### config.mk
export PLATFORM = sky130hd
export DESIGN_NAME = spi_slave_reg_port
export DESIGN_NICKNAME = d
export VERILOG_FILES = /design/src/rtl/spi_pkg.sv /design/src/rtl/spi_sync_edge.sv /design/src/rtl/spi_slave_reg_port.sv
export SDC_FILE = /design/constraint.sdc
export NUM_CORES = 1
export LEC_CHECK = 0
export CAP_MARGIN = 25
export CELL_PAD_IN_SITES_DETAIL_PLACEMENT = 0
export CELL_PAD_IN_SITES_GLOBAL_PLACEMENT = 2
export CORE_ASPECT_RATIO = 0.9
export CORE_MARGIN = 2
export CORE_UTILIZATION = 25
export DETAILED_ROUTE_END_ITERATION = 7
export DONT_BUFFER_PORTS = 1
export PLACE_DENSITY_LB_ADDON = 0.2
export SYNTH_ARGS = -nofsm -noshare
export SYNTH_HDL_FRONTEND = slang
export SYNTH_SLANG_ARGS = --single-unit
### constraint.sdc
create_clock -name clk40M -period 1.9 [get_ports clk40M]
set_clock_uncertainty 0.05 [all_clocks]
set_input_delay 0.19 -clock clk40M [delete_from_list [all_inputs] [get_ports clk40M]]
set_output_delay 0.19 -clock clk40M [all_outputs]
set_load 0.05 [all_outputs]
### src/rtl/spi_pkg.sv
// Shared types and constants for the SPI slave register port.
package spi_pkg;

    localparam int FRAME_BITS = 32;
    localparam int ADDR_BITS  = 16;
    localparam int SPI_MODE   = 3;

    // Clock polarity of the selected SPI mode: mode 2/3 idle high.
    localparam logic SCLK_IDLE = 1'(SPI_MODE >> 1);

    typedef enum logic [2:0] {
        ST_IDLE    = 3'd0,
        ST_ADDR    = 3'd1,
        ST_DATA    = 3'd2,
        ST_DONE    = 3'd3,
        ST_ERR     = 3'd4,
        ST_WAIT_HI = 3'd5
    } spi_state_t;

    function automatic logic [7:0] shift_in(input logic [7:0] cur,
                                            input logic       bit_in,
                                            input logic       lsb_first);
        return lsb_first ? {bit_in, cur[7:1]} : {cur[6:0], bit_in};
    endfunction

endpackage

### src/rtl/spi_sync_edge.sv
// Multi-flop synchronizer for one asynchronous SPI line, with
// single-cycle rise/fall pulses derived from the synchronized level.
module spi_sync_edge #(
    parameter int   SYNC_STAGES = 2,
    parameter logic RST_VAL     = 1'b1
) (
    input  logic clk40M,
    input  logic nRst,
    input  logic i_d,
    output logic o_q,
    output logic o_rise,
    output logic o_fall
);

    logic [SYNC_STAGES-1:0] r_sync;
    logic                   r_prev;

    always_ff @(posedge clk40M or negedge nRst) begin
        if (!nRst) begin
            r_sync <= {SYNC_STAGES{RST_VAL}};
            r_prev <= RST_VAL;
        end else begin
            r_sync[0] <= i_d;
            for (int i = 1; i < SYNC_STAGES; i++) begin
                r_sync[i] <= r_sync[i-1];
            end
            r_prev <= r_sync[SYNC_STAGES-1];
        end
    end

    assign o_q    = r_sync[SYNC_STAGES-1];
    assign o_rise = o_q & ~r_prev;
    assign o_fall = ~o_q & r_prev;

endmodule

### src/rtl/spi_slave_reg_port.sv
// SPI mode-3 slave that turns 32-bit frames into register write strobes
// and shifts register read-back data out on MISO during the data phase.
//
// state   | meaning
// --------+-----------------------------------------------------------
// IDLE    | bus idle, waiting for chip-select falling edge
// ADDR    | receiving bits 0-15 (address)
// DATA    | receiving bits 16-31 (data), read-back driven on MISO
// DONE    | full frame received, waiting for chip-select high
// ERR     | extra clock seen after a full frame, waiting for chip-select high
// WAIT_HI | after reset, waiting for an idle bus before accepting frames
module spi_slave_reg_port
    import spi_pkg::*;
#(
    parameter int LSB_FIRST   = 1,
    parameter int SYNC_STAGES = 2
) (
    input  logic        clk40M,
    input  logic        nRst,
    input  logic        spi_clk,
    input  logic        sl,
    input  logic        mosi,
    output logic        miso,
    output logic        o_wr_en,
    output logic [15:0] o_addr,
    output logic [15:0] o_wr_data,
    output logic        o_rd_req,
    input  logic [15:0] i_rd_data,
    output logic        o_frame_err
);

    localparam logic LSB = (LSB_FIRST != 0);

    logic       w_sclk_sync, w_sclk_rise, w_sclk_fall;
    logic       w_sl_sync, w_sl_rise, w_sl_fall;
    logic       w_mosi, w_sample;
    logic [7:0] w_byte_next;

    spi_state_t r_state, w_state_next;

    logic [SYNC_STAGES-1:0] r_mosi_sync;
    logic [5:0]  r_cnt;
    logic [3:0]  r_settle;
    logic [7:0]  r_byte, r_byte0, r_byte2;
    logic [15:0] r_miso_sr;
    logic        r_miso, r_cap;

    logic w_clr_cnt, w_shift, w_addr_load, w_wr_load, w_err, w_miso_shift;

    spi_sync_edge #(.SYNC_STAGES(SYNC_STAGES), .RST_VAL(SCLK_IDLE)) u_sclk_sync (
        .clk40M (clk40M),
        .nRst   (nRst),
        .i_d    (spi_clk),
        .o_q    (w_sclk_sync),
        .o_rise (w_sclk_rise),
        .o_fall (w_sclk_fall)
    );

    spi_sync_edge #(.SYNC_STAGES(SYNC_STAGES), .RST_VAL(1'b1)) u_sl_sync (
        .clk40M (clk40M),
        .nRst   (nRst),
        .i_d    (sl),
        .o_q    (w_sl_sync),
        .o_rise (w_sl_rise),
        .o_fall (w_sl_fall)
    );

    // Same depth as the clock synchronizer so data lines up with the rise pulse.
    always_ff @(posedge clk40M or negedge nRst) begin
        if (!nRst) begin
            r_mosi_sync <= '0;
        end else begin
            r_mosi_sync[0] <= mosi;
            for (int i = 1; i < SYNC_STAGES; i++) begin
                r_mosi_sync[i] <= r_mosi_sync[i-1];
            end
        end
    end

    assign w_mosi      = r_mosi_sync[SYNC_STAGES-1];
    assign w_sample    = w_sclk_rise & ~w_sl_sync;
    assign w_byte_next = shift_in(r_byte, w_mosi, LSB);

    always_ff @(posedge clk40M or negedge nRst) begin
        if (!nRst) begin
            r_state <= ST_WAIT_HI;
        end else begin
            r_state <= w_state_next;
        end
    end

    always_comb begin
        w_state_next = r_state;
        case (r_state)
            ST_IDLE:    if (w_sl_fall) w_state_next = ST_ADDR;
            ST_ADDR: begin
                if (w_sl_rise)
                    w_state_next = ST_IDLE;
                else if (w_sample && r_cnt == 6'(ADDR_BITS - 1))
                    w_state_next = ST_DATA;
            end
            ST_DATA: begin
                if (w_sl_rise)
                    w_state_next = ST_IDLE;
                else if (w_sample && r_cnt == 6'(FRAME_BITS - 1))
                    w_state_next = ST_DONE;
            end
            ST_DONE: begin
                if (w_sl_rise)
                    w_state_next = ST_IDLE;
                else if (w_sample)
                    w_state_next = ST_ERR;
            end
            ST_ERR:     if (w_sl_rise) w_state_next = ST_IDLE;
            ST_WAIT_HI: begin
                if (r_settle == 4'd0 && w_sl_sync && w_sclk_sync == SCLK_IDLE)
                    w_state_next = ST_IDLE;
            end
            default:    w_state_next = ST_WAIT_HI;
        endcase
    end

    always_comb begin
        w_clr_cnt    = (r_state == ST_IDLE) && w_sl_fall;
        w_shift      = ((r_state == ST_ADDR) || (r_state == ST_DATA)) && w_sample;
        w_addr_load  = (r_state == ST_ADDR) && w_sample && (r_cnt == 6'(ADDR_BITS - 1));
        w_wr_load    = (r_state == ST_DATA) && w_sample && (r_cnt == 6'(FRAME_BITS - 1));
        w_err        = ((r_state == ST_ADDR) || (r_state == ST_DATA) ||
                        (r_state == ST_ERR)) && w_sl_rise;
        w_miso_shift = (r_state == ST_DATA) && w_sclk_fall;
    end

    always_ff @(posedge clk40M or negedge nRst) begin
        if (!nRst) begin
            r_cnt       <= '0;
            r_settle    <= 4'(SYNC_STAGES);
            r_byte      <= '0;
            r_byte0     <= '0;
            r_byte2     <= '0;
            o_addr      <= '0;
            o_wr_data   <= '0;
            o_wr_en     <= 1'b0;
            o_rd_req    <= 1'b0;
            o_frame_err <= 1'b0;
            r_cap       <= 1'b0;
            r_miso_sr   <= '0;
            r_miso      <= 1'b0;
        end else begin
            o_wr_en     <= w_wr_load;
            o_rd_req    <= w_addr_load;
            o_frame_err <= w_err;
            r_cap       <= o_rd_req;

            // Lets stale reset-value synchronizer contents drain before trusting sl.
            if (r_state == ST_WAIT_HI && r_settle != 4'd0)
                r_settle <= r_settle - 4'd1;

            if (w_clr_cnt) begin
                r_cnt  <= '0;
                r_miso <= 1'b0;
            end else if (w_shift) begin
                r_cnt  <= r_cnt + 6'd1;
                r_byte <= w_byte_next;
                if (r_cnt == 6'd7)
                    r_byte0 <= w_byte_next;
                if (r_cnt == 6'd23)
                    r_byte2 <= w_byte_next;
            end

            if (w_addr_load)
                o_addr <= {w_byte_next, r_byte0};
            if (w_wr_load)
                o_wr_data <= {w_byte_next, r_byte2};

            // MSB-first mode sends the low byte first, so swap bytes on capture.
            if (r_cap) begin
                r_miso_sr <= LSB ? i_rd_data : {i_rd_data[7:0], i_rd_data[15:8]};
            end else if (w_miso_shift) begin
                r_miso    <= LSB ? r_miso_sr[0] : r_miso_sr[15];
                r_miso_sr <= LSB ? {1'b0, r_miso_sr[15:1]} : {r_miso_sr[14:0], 1'b0};
            end
        end
    end

    assign miso = (r_state == ST_DATA) && r_miso;

endmodule

# Word-level counts from Yosys, hierarchy flattened
# Cells that the tools add are included.
dict set report word_totals {
  regBits 98
}
dict set report op_classes {
  eq_ne 15
  addsub 2
  n_bitwise 10
  reduce_logical 25
  n_mux 17
}
# operator n
set op_table {}
lappend op_table {{16-bit two-way mux} 2}
lappend op_table {{3-bit two-way mux} 9}
lappend op_table {{3-bit one-hot mux with 6 select lines} 1}
lappend op_table {{1-bit logical AND} 14}
lappend op_table {{6-bit by 5-bit equality test with 1-bit output (second input constant)} 2}
lappend op_table {{6-bit two-way mux} 2}
lappend op_table {{3-bit != test (second input constant)} 3}
lappend op_table {{6-bit by 1-bit adder with 6-bit output (second input constant)} 1}
lappend op_table {{3-bit by 2-bit equality test with 1-bit output (second input constant)} 2}
lappend op_table {{3-bit equality test (second input constant)} 2}
lappend op_table {{6-bit by 3-bit equality test with 1-bit output (second input constant)} 1}
lappend op_table {{6-bit by 4-bit equality test with 1-bit output (second input constant)} 1}
lappend op_table {{2-bit != test (second input constant)} 3}
lappend op_table {{3-bit AND reduction} 2}
lappend op_table {{6-bit AND reduction} 1}
lappend op_table {{1-bit AND} 5}
lappend op_table {{1-bit NOT} 5}
lappend op_table {{4-bit zero test} 1}
lappend op_table {{2-bit nonzero test} 2}
lappend op_table {{4-bit nonzero test} 1}
lappend op_table {{4-bit by 1-bit subtractor with 4-bit output (second input constant)} 1}
lappend op_table {{3-bit by 1-bit equality test with 1-bit output (second input constant)} 1}
lappend op_table {{3-bit zero test} 1}
lappend op_table {{1-bit two-way mux} 3}
lappend op_table {{2 further kinds} 3}

# Depth between registers and ports, before layout
# Gate-level depths: netlist of run 1.
dict set report logic_depth {
  depth_word 7
  ltp_mapped 7
  ltp_nobuf 5
}

# Cells and area by module
# Synthesis of run 1 repeated with hierarchy kept, for this count alone.
dict set report hier_totals {
  cells_unflattened 312
  area_unflattened_um2 3987.6
}
# module area_each_um2 n_inst cells_each
set modules_own_cells {}
lappend modules_own_cells {spi_slave_reg_port 3799.9 1 302}
lappend modules_own_cells {spi_sync_edge 93.8 2 5}

# Worst setup path after synthesis of run 1
# OpenSTA, ideal clock, no wires.
dict set report synth_timing {
  path_kind {register to register}
  from {register u_sclk_sync.r_sync[1]}
  to {register o_wr_data[10]}
  setup_slack_ps -156
  path_buffers 2
  t_required_ps 1725
  synth_period_minus_slack_ps 2056
  path_stages_with_launch 7
  t_arrival_ps 1881
  cell_sequence {dfstp_2 nor3b_2 nand4b_2 or3b_1 buf_6 buf_12 mux2_4}
}
dict set report synth_via {
  elab_chain_cells 4
}
# element line
set synth_rtl {}
lappend synth_rtl {{start, declared} spi_sync_edge.sv:15} ;# logic [SYNC_STAGES-1:0] r_sync;
lappend synth_rtl {{start signal, assigned} spi_sync_edge.sv:20} ;# r_sync <= {SYNC_STAGES{RST_VAL}};
lappend synth_rtl {{start signal, assigned by index} spi_sync_edge.sv:25} ;# r_sync[i] <= r_sync[i-1];
lappend synth_rtl {{1-bit AND} spi_sync_edge.sv:32} ;# assign o_rise = o_q & ~r_prev;
lappend synth_rtl {{1-bit AND} spi_slave_reg_port.sv:81} ;# assign w_sample = w_sclk_rise & ~w_sl_sync;
lappend synth_rtl {{1-bit logical AND (2 in series)} spi_slave_reg_port.sv:127} ;# w_wr_load = (r_state == ST_DATA) && w_sample && (r_cnt == 6'(FRAME_BITS - 1));
lappend synth_rtl {{end signal, assigned} spi_slave_reg_port.sv:173} ;# o_wr_data <= {w_byte_next, r_byte2};
lappend synth_rtl {{end, declared} spi_slave_reg_port.sv:26} ;# output logic [15:0] o_wr_data,
# No other way between the ends.
# A chain may end at the register's enable or synchronous reset.

# Worst setup path after layout of run 1
dict set report layout_timing {
  from {register u_sclk_sync.r_sync[1]}
  to {register r_byte2[2]}
}
dict set report layout_via {
  elab_chain_cells 4
}
# element line
set layout_rtl {}
lappend layout_rtl {{1-bit AND} spi_sync_edge.sv:32}
lappend layout_rtl {{1-bit AND} spi_slave_reg_port.sv:81}
lappend layout_rtl {{1-bit logical AND} spi_slave_reg_port.sv:125} ;# w_shift = ((r_state == ST_ADDR) || (r_state == ST_DATA)) && w_sample;
lappend layout_rtl {{3-bit AND reduction (no line)} -}
lappend layout_rtl {{end signal, assigned} spi_slave_reg_port.sv:167} ;# r_byte2 <= w_byte_next;
lappend layout_rtl {{end, declared} spi_slave_reg_port.sv:44} ;# logic [7:0] r_byte, r_byte0, r_byte2;
# No other way between the ends.

==> results.md, run 1 <==
* Root Buffer: clkbuf_16
* Synth top area share at 0.534
* Die X at 139 µm
* Slew HR at 0.657
* Die Y at 126 µm
* Commonest cells in the netlist: dfrtp_1 (88), mux2_2 (44), nand2_1 (24), o21ai_0 (19), mux2i_1 (15)
* GRT Overall Usage at 0.105
* Max Root-Sink Buffers at 2
* Via density at 4.39
* Vias at 2505
* # fillers at 1618
* Crit. End Element: flip-flop
* H-tree depth at 3
* Final setup vio count at 49
* Syn nets at 331
* GR Util met2 at 0.165
* Final worst-path cycle share at 1.05
* Initial antenna violation count at 0
* Failing checks: hold timing, setup timing
* Syn avg cell area at 13.4 µm²
* CTS tree: done
* Placement Setup Slack at -143 ps
* Leakage dissipation at 2.50 nW
* Leading area contributor after synthesis: dfrtp_1
* Share of cells above drive strength 1 at 0.358
* Ant. Diodes at 0
* Final WS setup at -87.6 ps
* Met3 Use GR at 0.0373
* PortBufs at 0
* Drt pass-1 iters at 4
* Die area at 17500 µm²
* DRC at 0
* Worst-path clk slew at 70 ps
* Busiest layer in global routing: met2
* ANT nets after route at 0
* Global-route wire length before repair at 14.4 mm
* Average wire per standard cell at 15.6 µm
* Initial DRC count at 84
* GR Util met1 at 0.136
* FF+latch count, synth at 97
* Max-slew violations at 0
* Core Area at 16100 µm²
* Crit-path max FO at 8
* Worst vdd ir at 0.565 mV
* Critical Path RT at 2080 ps
* Clock Latency Late Sink at 350 ps
* Worst Tran Pin Value at 515 ps
* Seq/Total Area, Yosys at 0.592
* TritonCTS buffer count at 9
* WL final at 8.89 mm
* Remaining Overflow, GRT at 0
* Pwr/cell area at 1000 nW/µm²
* Max-cap violation count at 0
* Crit path launch type: flip-flop
* Yosys warns at 0
* Synth-to-Final Area Change at 28.5%
* Netlist cell types at 54
* Cell with the most instances after synthesis: dfrtp_1
* WP data arrival at 2170 ps
* RSZ-0062 raised after global routing: true
* Async S/R FF share, synth at 1.00
* Hold slack at -524 ps
* Cell area after synthesis at 4120 µm²
* Detail Placement HPWL at 5.78 mm
* Top Ports at 57
* Initial core utilization at 0.255
* Outcome: finished, violations left
* Post-CTS Hold Buffers at 19
* Row cnt at 44
* RD Place Congestion at 0.719
* Num Clock Sinks at 97
* Final net count at 382
* Kind of critical path: flip-flop to flip-flop
* Vias in the first global route at 2625
* Minimum clock period at 1990 ps
* Flop2flop setup slack at -90 ps
* Cells after synthesis at 307
* Final Util at 0.328
* Post-synth EDFFs at 0
* Fmax at 503 MHz
* Hold Vio Cnt, Final at 97
* Ys flop type: dfrtp_1
* Worst hold path type: primary input to async pin
* Overall power at 0.00531 W
* Largest net degree at the start of global routing at 98
* Synth top area cells: dfrtp_1 (53%), mux2_2 (12%), dfstp_2 (5.7%), mux2_4 (3.6%), mux2i_1 (3.6%)
## kinds of logic after synthesis
logic type | after synthesis | synth area share
multiplexers | 70 | 0.196
flip-flops | 97 | 0.592
buffers and inverters | 20 | 0.0264
adder cells (fa/ha/maj) | 3 | 0.00911
AND/OR/NAND/NOR | 72 | 0.103
XOR/XNOR | 9 | 0.0191
AO/OA/AOI/OAI | 36 | 0.0550
## per-layer routing
metal,up-vias,wire length (µm)
li1,1196,-
met3,10,492
met4,0,133
met1,1244,4290
met5,-,0
met2,55,3980
## final timing paths
kind | startpoint | endpoint | cells after the start
worst max register to register | u_sclk_sync.r_sync[1]$_DFF_PN1_ | r_byte2[2]$_DFFE_PN0P_ | 6
max in group asynchronous | nRst | u_sl_sync.r_prev$_DFF_PN1_ | 0
worst min register to register | u_sl_sync.r_sync[0]$_DFF_PN1_ | u_sl_sync.r_sync[1]$_DFF_PN1_ | 0
worst max-delay path | u_sclk_sync.r_sync[1]$_DFF_PN1_ | r_byte2[2]$_DFFE_PN0P_ | 6
min in group clk40M | u_sl_sync.r_sync[0]$_DFF_PN1_ | u_sl_sync.r_sync[1]$_DFF_PN1_ | 0
worst min-delay path | nRst | o_wr_data[3]$_DFFE_PN0P_ | 0
## power by group
part / internal (W) / leakage [nW] / switching (W)
Clock: 0.00121 / 0.166 / 0.000833
Combinational: 0.000409 / 1.10 / 0.000371
Sequential: 0.00224 / 1.23 / 0.000239
Total: 0.00386 / 2.50 / 0.00144
## critical path, cell delays in order, from the launching register on
cell and delay, ps:
dfstp_2 550, or4b_4 480, nor2_4 130, buf_4 130, nand4_4 100, buf_12 160, mux2_2 260
## final cells by class
class | instances | area [µm²] | share of cell area
clock buffers | 10 | 239 | 0.0451
clock inverters | 6 | 97.6 | 0.0184
inverters | 5 | 18.8 | 0.00354
multi-input cells | 190 | 1700 | 0.321
flip-flops and latches | 97 | 2440 | 0.461
well taps | 207 | 259 | 0.0489
repair buffers | 55 | 544 | 0.103
## through the flow
| step | cell area (µm²) | cells | hold WS [ps] | setup TNS, ps |
|---|---|---|---|---|
| 2_1_floorplan | 4170 | 307 | -156 | -3350 |
| 3_3_place_gp | 4610 | 529 | -153 | -1650 |
| 3_5_place_dp | 4610 | 529 | -153 | -2310 |
| 4_1_cts | 5200 | 568 | -538 | -2600 |
| 5_1_grt | 5300 | 570 | -548 | -6860 |
| 6_report | 5300 | 570 | -524 | -2680 |
## sequential cells by signal, indices dropped and copies added, names as in the netlist
register	cells
u_sl_sync.r_sync	2
r_cnt	6
r_byte0	8
r_byte	7
r_miso	1
u_sclk_sync.r_sync	2
o_addr	16
r_byte2	8
r_mosi_sync	2
r_miso_sr	16
r_cap	1
o_rd_req	1
r_settle	4
o_wr_data	16
u_sclk_sync.r_prev	1
u_sl_sync.r_prev	1
r_state	3
o_frame_err	1
o_wr_en	1
## placed cells by master (no fill, tap or decap), drive strengths merged, types with 9 or more instances in the layout
master / Yosys / layout
buf: 9 / 35
clkbuf: 6 / 11
dfrtp: 88 / 88
dfstp: 9 / 9
dlygate4sd3: 0 / 19
mux2: 55 / 55
mux2i: 15 / 15
nand2: 24 / 24
nor2: 12 / 12
o21ai: 19 / 19
## what timing repair did
item | 4_1_cts | 5_1_grt
buffers inserted | 4 | 1
resized for setup | 5 | 18
hold endpoints to repair | 116 | 97
endpoints found under the setup margin | 49 | 63
pin swaps | 1 | 1
cloned | 0 | 1
Note: power is estimated with default switching activity, not from simulation.
==> inputs of run 2 (changes only) <==
--- a/config.mk
+++ b/config.mk
@@ -13,6 +13,7 @@
 export CORE_UTILIZATION = 25
 export DETAILED_ROUTE_END_ITERATION = 7
 export DONT_BUFFER_PORTS = 1
+export MAX_ROUTING_LAYER = met4
 export PLACE_DENSITY_LB_ADDON = 0.2
 export SYNTH_ARGS = -nofsm -noshare
 export SYNTH_HDL_FRONTEND = slang
==> run 2 against run 1 <==
Compared with the run above: the flow still finishes with violations (hold timing, setup timing); flip-flop and latch count unchanged; clock-buffer cell count unchanged; cell count unchanged; critical endpoint unchanged; sequential power about the same; global-route usage increased by 0.31 points; critical path depth unchanged; sequential share of layout area about the same; largest cell class unchanged; via count decreased by 0.40%.
==> results.md, run 2 (synthesis results as in run 1) <==
* Max Root-Sink Buffers at 2 (unchanged)
* Share of cells above drive strength 1 at 0.358 (unchanged)
* CTS tree: done (unchanged)
* Fmax at 503 MHz (about the same)
* Crit path launch type: flip-flop (unchanged)
* Synth-to-Final Area Change at 28.6% (was 28.5%)
* Worst path top cell family by delay: simple AND/OR/NAND/NOR gates (unchanged)
* WL final at 8.88 mm (was 8.89 mm)
* Max-cap violation count at 0 (unchanged)
* Commonest non-fill, non-tap cells in the layout: dfrtp_1 (87), mux2_4 (32), buf_4 (29) (was dfrtp_1 (87), mux2_4 (31), buf_4 (29))
* Final WS setup at -89.4 ps (was -87.6 ps)
* Drt pass-1 iters at 4 (unchanged)
* Final worst-path cycle share at 1.05 (about the same)
* Switch share at 0.272 (about the same)
* Detail Placement HPWL at 5.78 mm (unchanged)
* Hold Vio Cnt, Final at 97 (unchanged)
* Outcome: finished, violations left (unchanged)
* Worst Path Buf+Inv at 2 (unchanged)
* Failing checks: hold timing, setup timing (unchanged)
* Remaining Overflow, GRT at 0 (unchanged)
* GRT Overall Usage at 0.108 (was 0.105)
* Hold slack at -523 ps (was -524 ps)
* Part of the power in registers at 0.468 (about the same)
* RSZ-0062 raised after global routing: true (unchanged)
* H-tree depth at 3 (unchanged)
* Crit. End Element: flip-flop (unchanged)
* Ant. Diodes at 0 (unchanged)
* Vias in the first global route at 2621 (was 2625)
* Final net count at 382 (unchanged)
* Via density at 4.38 (was 4.39)
* DRC at 0 (unchanged)
* Internal Pwr Total at 0.00386 W (about the same)
* Initial DRC count at 83 (was 84)
* Die Y at 126 µm (unchanged)
* PortBufs at 0 (unchanged)
* Biggest regs: o_addr: 16 flops, o_wr_data: 16 flops, r_miso_sr: 16 flops (unchanged)
* Worst-path clk slew at 70 ps (about the same)
* Average wire per standard cell at 15.6 µm (about the same)
* Vias at 2495 (was 2505)
* Worst Tran Pin Value at 515 ps (about the same)
* Clock Latency Late Sink at 350 ps (about the same)
* Worst hold path type: primary input to async pin (unchanged)
* Worst-path cell chain: or4b_4, nor2_4, buf_4, nand4_4, buf_12, mux2_2 (unchanged)
* RD Place Congestion at 0.727 (was 0.719)
* Final Util at 0.329 (was 0.328)
* Row cnt at 44 (unchanged)
* Combinational cell fraction of total power at 0.147 (about the same)
* Most common cell after layout, fill and taps aside: dfrtp_1 (unchanged)
* Final instance area at 5300 µm² (about the same)
* Minimum clock period at 1990 ps (about the same)
* Global-route wire length before repair at 14.3 mm (was 14.4 mm)
* Die X at 139 µm (unchanged)
* DP Area at 4610 µm² (unchanged)
* Worst vdd ir at 0.564 mV (was 0.565 mV)
* Clock network power share at 0.385 (about the same)
* Setup TNS at -2670 ps (was -2680 ps)
* Layout Cells excl Fill at 570 (unchanged)
* Num Clock Sinks at 97 (unchanged)
* Final setup vio count at 49 (unchanged)
* Kind of critical path: flip-flop to flip-flop (unchanged)
* Crit-path max FO at 8 (unchanged)
* Initial antenna violation count at 0 (unchanged)
* Max-slew violations at 0 (unchanged)
* Slew HR at 0.657 (about the same)
* Leakage dissipation at 2.50 nW (about the same)
* TritonCTS buffer count at 9 (unchanged)
* # fillers at 1617 (was 1618)
* Pwr/cell area at 1000 nW/µm² (about the same)
* Die area at 17500 µm² (unchanged)
* Dpl cells at 529 (unchanged)
* Initial core utilization at 0.255 (unchanged)
* Slowest Stage Delay on Critical Path at 550 ps (about the same)
* Top Ports at 57 (unchanged)
* Switching power at 0.00144 W (about the same)
* Root Buffer: clkbuf_16 (unchanged)
* Largest net degree at the start of global routing at 98 (unchanged)
* Flop2flop setup slack at -90 ps (about the same)
* Core Area at 16100 µm² (unchanged)
* ANT nets after route at 0 (unchanged)
* Post-CTS Hold Buffers at 19 (unchanged)
* WP data arrival at 2170 ps (about the same)
* Slowest cell on the critical path: dfstp_2 (unchanged)
* Critical Path RT at 2080 ps (about the same)
[run 2: cell type report]
class                           count  area [µm²]  area share
Sequential cell                    97        2440       0.460
Multi-Input combinational cell    190        1700       0.321
Timing Repair Buffer               55         544       0.103
Tap cell                          207         259      0.0489
Clock buffer                       10         239      0.0451
Clock inverter                      6        97.6      0.0184
Inverter                            5        18.8     0.00354
[run 2: layer usage]
metal / vias up / share of wire / wire length (µm) / GRT usage
met1: 1224 / 0.47 / 4190 / 0.137
met2: 68 / 0.45 / 3990 / 0.164
li1: 1193 / - / - / -
met4: 0 / 0.015 / 133 / 0.0339
met3: 10 / 0.063 / 562 / 0.0361
met5: - / 0 / 0 / -
[run 2: power groups by stage]
stage	logic, W	clock network [W]	registers, W
6_report	0.000780	0.00204	0.00248
3_3_place_gp	0.000719	0	0.00253
4_1_cts	0.000778	0.00212	0.00248
3_5_place_dp	0.000726	0	0.00252
2_1_floorplan	0.000513	0	0.00240
5_1_grt	0.000863	0.00220	0.00251
[run 2: timing repair]
item / CTS / global route
cloned: 0 / 1
buffers inserted: 4 / 1
pin swaps: 1 / 1
hold endpoints to repair: 116 / 97
setup endpoints to repair: 49 / 63
resized for setup: 5 / 19
[run 2: stage by stage]
step                setup slack (ps)  total power (W)
floorplan                       -134          0.00291
global placement                -112          0.00324
detailed placement              -143          0.00325
CTS                            -96.8          0.00538
global route                    -177          0.00557
finish                         -89.4          0.00530
[run 2: worst reg2reg max path, cell delays in order (launching register included)]
cell and delay, ps:
dfstp_2 550, or4b_4 480, nor2_4 130, buf_4 130, nand4_4 100, buf_12 170, mux2_2 260
[run 2: final timing paths]
path | start | end | cells after the start
setup / recovery | u_sclk_sync.r_sync[1]$_DFF_PN1_ | r_byte2[2]$_DFFE_PN0P_ | 6
hold / removal | nRst | o_wr_data[3]$_DFFE_PN0P_ | 0
setup reg to reg | u_sclk_sync.r_sync[1]$_DFF_PN1_ | r_byte2[2]$_DFFE_PN0P_ | 6
hold reg to reg | u_sl_sync.r_sync[0]$_DFF_PN1_ | u_sl_sync.r_sync[1]$_DFF_PN1_ | 0
max in group asynchronous | nRst | u_sl_sync.r_prev$_DFF_PN1_ | 0
min in group clk40M | u_sl_sync.r_sync[0]$_DFF_PN1_ | u_sl_sync.r_sync[1]$_DFF_PN1_ | 0
